`src/rtl/ann_pkg.sv`:
```
// Shared constants and state encoding for the ANN MAC result serializer.
package ann_pkg;

    localparam int ANN_MAC_W = 32;
    localparam int ANN_N_MAC = 20;

    typedef enum logic {
        ST_IDLE = 1'b0,
        ST_SEND = 1'b1
    } annState_t;

endpackage

```
`src/rtl/ann_mux_nto1.sv`:
```
// Combinational N-to-1 word select from a flattened bank; an index beyond
// the last channel falls back to channel N_CH-1.
module ann_mux_nto1 #(
    parameter int N_CH   = 20,
    parameter int DATA_W = 32,
    parameter int IDX_W  = 5
) (
    input  logic [N_CH*DATA_W-1:0] iBank,
    input  logic [IDX_W-1:0]       iSel,
    output logic [DATA_W-1:0]      oData
);

    // Word select with last-channel fallback
    always_comb begin
        oData = iBank[(N_CH-1)*DATA_W +: DATA_W];
        for (int k = 0; k < N_CH; k++) begin
            if (iSel == IDX_W'(k)) begin
                oData = iBank[k*DATA_W +: DATA_W];
            end else begin
                oData = oData;
            end
        end
    end

endmodule

```
`src/rtl/ann_mac_serializer.sv`:
```
// Snapshots N_CH MAC results on a load request and streams them out one word
// per accepted handshake, with burst-length control and an overrun flag.
module ann_mac_serializer
    import ann_pkg::*;
#(
    parameter int N_CH   = ANN_N_MAC,
    parameter int DATA_W = ANN_MAC_W,
    parameter int IDX_W  = 5
) (
    input  logic                   iClk,
    input  logic                   iReset,
    input  logic [N_CH*DATA_W-1:0] iMac,
    input  logic                   iLoad,
    input  logic [IDX_W:0]         iNum,
    input  logic                   iReady,
    output logic [DATA_W-1:0]      oData_out,
    output logic [IDX_W-1:0]       oIdx,
    output logic                   oValid,
    output logic                   oLast,
    output logic                   oBusy,
    output logic                   oDone,
    output logic                   oOverrun
);

    localparam logic [IDX_W:0]   CNT_FULL = (IDX_W+1)'(N_CH);
    localparam logic [IDX_W:0]   CNT_ONE  = (IDX_W+1)'(1);
    localparam logic [IDX_W:0]   CNT_ZERO = (IDX_W+1)'(0);
    localparam logic [IDX_W-1:0] IDX_ONE  = IDX_W'(1);
    localparam logic [IDX_W-1:0] IDX_ZERO = IDX_W'(0);

    annState_t             stateR;
    annState_t             stateNextS;
    logic [IDX_W-1:0]      idxR;
    logic [IDX_W-1:0]      idxNextS;
    logic [IDX_W:0]        countR;
    logic [N_CH*DATA_W-1:0] snapR;
    logic                  doneR;
    logic                  overrunR;
    logic                  sendS;
    logic                  lastS;
    logic                  loadAcceptS;
    logic [DATA_W-1:0]     muxDataS;

    // Out-of-range requests (0 or more than N_CH) mean "emit every channel".
    function automatic logic [IDX_W:0] effCount(input logic [IDX_W:0] num);
        if ((num == CNT_ZERO) || (num > CNT_FULL)) begin
            return CNT_FULL;
        end else begin
            return num;
        end
    endfunction

    assign sendS       = (stateR == ST_SEND);
    assign lastS       = sendS && ({1'b0, idxR} == (countR - CNT_ONE));
    assign loadAcceptS = (stateR == ST_IDLE) && iLoad;

    // Next-state and index sequencing
    always_comb begin
        stateNextS = stateR;
        idxNextS   = idxR;
        case (stateR)
            ST_IDLE: begin
                if (iLoad) begin
                    stateNextS = ST_SEND;
                    idxNextS   = IDX_ZERO;
                end else begin
                    stateNextS = ST_IDLE;
                    idxNextS   = IDX_ZERO;
                end
            end
            ST_SEND: begin
                if (iReady && lastS) begin
                    stateNextS = ST_IDLE;
                    idxNextS   = IDX_ZERO;
                end else if (iReady) begin
                    idxNextS   = idxR + IDX_ONE;
                end else begin
                    idxNextS   = idxR;
                end
            end
            default: begin
                stateNextS = ST_IDLE;
                idxNextS   = IDX_ZERO;
            end
        endcase
    end

    // State and index registers
    always_ff @(posedge iClk) begin
        if (iReset) begin
            stateR <= ST_IDLE;
            idxR   <= IDX_ZERO;
        end else begin
            stateR <= stateNextS;
            idxR   <= idxNextS;
        end
    end

    // Burst length, completion pulse and sticky overrun flag
    always_ff @(posedge iClk) begin
        if (iReset) begin
            countR   <= CNT_ZERO;
            doneR    <= 1'b0;
            overrunR <= 1'b0;
        end else begin
            doneR <= sendS && iReady && lastS;
            if (loadAcceptS) begin
                countR   <= effCount(iNum);
                overrunR <= 1'b0;
            end else if (sendS && iLoad) begin
                overrunR <= 1'b1;
            end
        end
    end

    // Snapshot bank; contents are only ever observed through the gated mux
    always_ff @(posedge iClk) begin
        if (loadAcceptS) begin
            snapR <= iMac;
        end
    end

    ann_mux_nto1 #(
        .N_CH   (N_CH),
        .DATA_W (DATA_W),
        .IDX_W  (IDX_W)
    ) uMux (
        .iBank (snapR),
        .iSel  (idxR),
        .oData (muxDataS)
    );

    assign oValid    = sendS;
    assign oBusy     = sendS;
    assign oLast     = lastS;
    assign oIdx      = sendS ? idxR : IDX_ZERO;
    assign oData_out = sendS ? muxDataS : {DATA_W{1'b0}};
    assign oDone     = doneR;
    assign oOverrun  = overrunR;

endmodule

```
`config.mk`:
```
export PLATFORM = sky130hd
export DESIGN_NAME = ann_mac_serializer
export DESIGN_NICKNAME = d
export VERILOG_FILES = /design/src/rtl/ann_pkg.sv /design/src/rtl/ann_mux_nto1.sv /design/src/rtl/ann_mac_serializer.sv
export SDC_FILE = /design/constraint.sdc
export NUM_CORES = 1
export LEC_CHECK = 0
export ABC_AREA = 1
export CAP_MARGIN = 20
export CORE_UTILIZATION = 40
export CTS_CLUSTER_DIAMETER = 200
export DETAILED_ROUTE_END_ITERATION = 8
export GPL_ROUTABILITY_DRIVEN = 1
export PLACE_DENSITY = 0.67
export SYNTH_ARGS = -nofsm -noshare
export SYNTH_HDL_FRONTEND = slang
export SYNTH_HIERARCHICAL = 1
export SYNTH_SLANG_ARGS = --single-unit
```
`constraint.sdc`:
```
create_clock -name iClk -period 45.5 [get_ports iClk]
set_clock_uncertainty 0.1 [all_clocks]
set_input_delay 9.1 -clock iClk [delete_from_list [all_inputs] [get_ports iClk]]
set_output_delay 9.1 -clock iClk [all_outputs]
set_load 0.01 [all_outputs]
```
==> flow_summary.json <==
{
  "outcome": "complete, no violations",
  "cp.required_ns": 36.30,
  "place.gp.congestion": 0.9115,
  "synth_top_family_by_area": "simple AND/OR/NAND/NOR gates",
  "setup_viol": 0,
  "critPathMostFrequentCell": "nand3_1",
  "synthArstFlopShare_pct": 0,
  "rsz0062_at_grt": "false",
  "yosys.area_share.adder_pct": 0.08918,
  "whs_endpoint": "countR[5]",
  "finalCriticalPeriod_ns": 14.41,
  "fin_ws_ns": 31.09,
  "cp-start-kind": "flop",
  "fin_util_pct": 55.48,
  "dieArea_um2": 71210,
  "postCtsResizedCells": 0,
  "postCtsSetupBuffers": 0,
  "cts_tree": "done",
  "fin_cells": 4313,
  "clock_path_buffers": 3,
  "finalMaxSlewViolations": 0,
  "r2r_slack_ns": 41.29,
  "grt_max_degree": 171,
  "min_from": "countR[5]",
  "coreArea_um2": 68950,
  "synth_compound_area_share_pct": 4.468,
  "numCtsBuffers": 73,
  "power_density_nw_per_um2": 37.80,
  "holdBufCountCts": 0,
  "yosys_warnings": 6,
  "critPathSlowestCell": "nand3_2",
  "seq_area_um2": 19500,
  "die_w_um": 266.9,
  "worst_ep_arrival_time_ns": 5.21,
  "htreeDepth": 3,
  "fillers": 5993,
  "synth_xor_area_share_pct": 0.1873,
  "initial_core_util_pct": 40.70,
  "antenna_found_initial": 52,
  "drt_first_pass_iters": 6,
  "end_kind": "primary output",
  "cp_max_fo": 34,
  "routed_wl_mm": 95.14,
  "via_per_inst": 4.923,
  "cts_sinks": 654,
  "netlist_area_um2": 28060,
  "maxCapViolCount": 0,
  "worst_slew_pin_slew_ns": 1.040,
  "rows": 96,
  "mostFrequentLayoutCells": "832 x nand2_1, 691 x clkdlybuf4s50_1, 640 x edfxtp_1, 295 x inv_1, 223 x nand3_1",
  "hold_class": "flop to flop",
  "timing.fmax_mhz": 69.41,
  "grtUsageTotal_pct": 26.22,
  "vias": 21240,
  "synthToLayoutAreaGrowth_pct": 36.32,
  "synthDistinctLibCells": 39,
  "p_leak_nw": 14.92,
  "worstSetupPathType": "flop to primary output",
  "post-route-drc-count": 0,
  "synth_edf_count": 640,
  "ir_drop_mv": 0.02812,
  "pin_count": 692,
  "worstReg2RegEnd": "snapR[257]",
  "wl_per_cell_um": 22.06,
  "synthFlopType": "edfxtp_1",
  "hold_path_depth": 2,
  "worstRegToRegCells": 5,
  "final_nets": 3931,
  "ant_nets": 0,
  "die_y_um": 266.9,
  "final_common_cell": "nand2_1",
  "dp_cells": 4132,
  "min_period_over_period_pct": 31.66,
  "drive_gt1_share_pct": 7.826,
  "crit_chain": "nor2_4 > nand3_2 > nand2_1 > o211ai_1 > nand3_1 > nand2_1 > nand2_1 > nand3_1 > nand3_1 > nand2_1 > nand2_1 > nand3_1 > nand3_1 > nand2_1 > nand2_1 > nand3_1 > nand3_1 > nand3_1 > nand3_1 > a21oi_1 > nor2_1 > nand2_1 > inv_1 > clkdlybuf4s50_1",
  "synthCells": 2602,
  "synth_fp_nets": 3254,
  "synth_mux_area_share_pct": 0,
  "r2r_start": "oBusy",
  "ys_ff_latch": 654,
  "ys_seq_area_share_pct": 69.49,
  "slowest_delay_ns": 0.71,
  "drt_iter0_drc": 2093,
  "grt_pass1_vias": 20650,
  "cts.clk_slew.worst_paths_ns": 0.06,
  "dpl.hpwl_mm": 69.46,
  "synth-simple-area-share_pct": 19.56,
  "dpl_worst_slack_ns": 31.43,
  "worst_hold_slack_ns": 0.3675,
  "clockRootBuffer": "clkbuf_16",
  "portBuffers": 691,
  "max_slew_margin_pct": 30.68,
  "grt_pass1_wl_mm": 134.0,
  "multi_input_area_um2": 6848,
  "clk_latency_ns": 0.59,
  "setup_tns_ns": 0,
  "grt_remaining_overflow": 0,
  "hold_violations": 0,
  "avgSynthCellArea_um2": 10.78
}
## worst max path at each step
| stage | cells past startpoint | to | startpoint | slack, ns |
|---|---|---|---|---|
| CTS | 19 | oData_out[16] | idxR[1] | 30.78 |
| global route | 28 | oData_out[28] | idxR[0] | 30.71 |
| finish | 24 | oData_out[8] | idxR[3] | 31.09 |
| floorplan | 5 | countR[0] | iLoad | 5.68 |
| detailed placement | 19 | oData_out[16] | idxR[1] | 31.43 |
| global placement | 19 | oData_out[16] | idxR[1] | 31.48 |
## critical path, delay by kind of cell, from the launching register on
kind / cells / cell delay (ns)
buf+inv: 2 / 0.61
simple gates: 20 / 3.33
compound gates: 2 / 0.23
flops: 1 / 0.43
## area by class of cell
class                   count  area share [%]
well taps                 931           3.045
flip-flops and latches    654           50.98
clock inverters            32          0.6934
repair buffers            721           18.85
diodes                     47          0.3075
clock buffers              99           5.142
inverters                 314           3.081
multi-input cells        1515           17.90
## sequential cells by signal (all words and copies together), names as in the netlist
signal    flops
oBusy         1
snapR       640
oOverrun      1
countR        6
idxR          5
oDone         1
## metal layers
metal	GRT usage (%)	share of wire, %	up-vias
met5	0	0.058	-
met3	4.484	7.2	196
li1	-	-	10030
met2	42.27	48	941
met4	14.49	4.5	8
met1	33.59	40	10070
## stage by stage
stage,area [µm²],power (W)
4_1_cts,38070,0.001453
6_report,38250,0.001446
3_3_place_gp,35830,0.0008925
3_5_place_dp,35840,0.0008945
5_1_grt,38240,0.001490
2_1_floorplan,28060,0.0008353
## kinds of logic after synthesis
kind of cell             count (synthesis)
AND/OR/NAND/NOR                       1278
flip-flops                             654
buffers and inverters                  433
AO/OA/AOI/OAI                          229
XOR/XNOR                                 6
adder cells (fa/ha/maj)                  2
## power breakdown
group / switching [W] / internal [W]
clock network: 0.000241 / 0.000322
logic: 0.0000850 / 0.0000734
registers: 0.0000122 / 0.000713
total: 0.000338 / 0.00111
## synthesized netlist by cell type (4+ instances only)
cell type    n  share of area (%)
nor2_4       5               0.20
nand3_1    223                4.0
edfxtp_1   640                 68
o21bai_1     9               0.24
or2_0       14               0.31
dfxtp_1     14                1.0
buf_4        6               0.16
or2_2       91                2.0
inv_1      295                3.9
o22ai_1      5               0.11
nand4_1      7               0.16
nand2_1    832                 11
buf_6        5               0.20
o211ai_1    23               0.62
inv_2       17               0.23
buf_2       44               0.78
a21oi_1     48               0.86
nor2_1      84                1.1
nand2_2      7               0.16
nor2_2       4              0.089
clkbuf_1    61               0.82
o21ai_0    125                2.2
o21ai_1     15               0.27
Power figures use the tool's default switching activity.
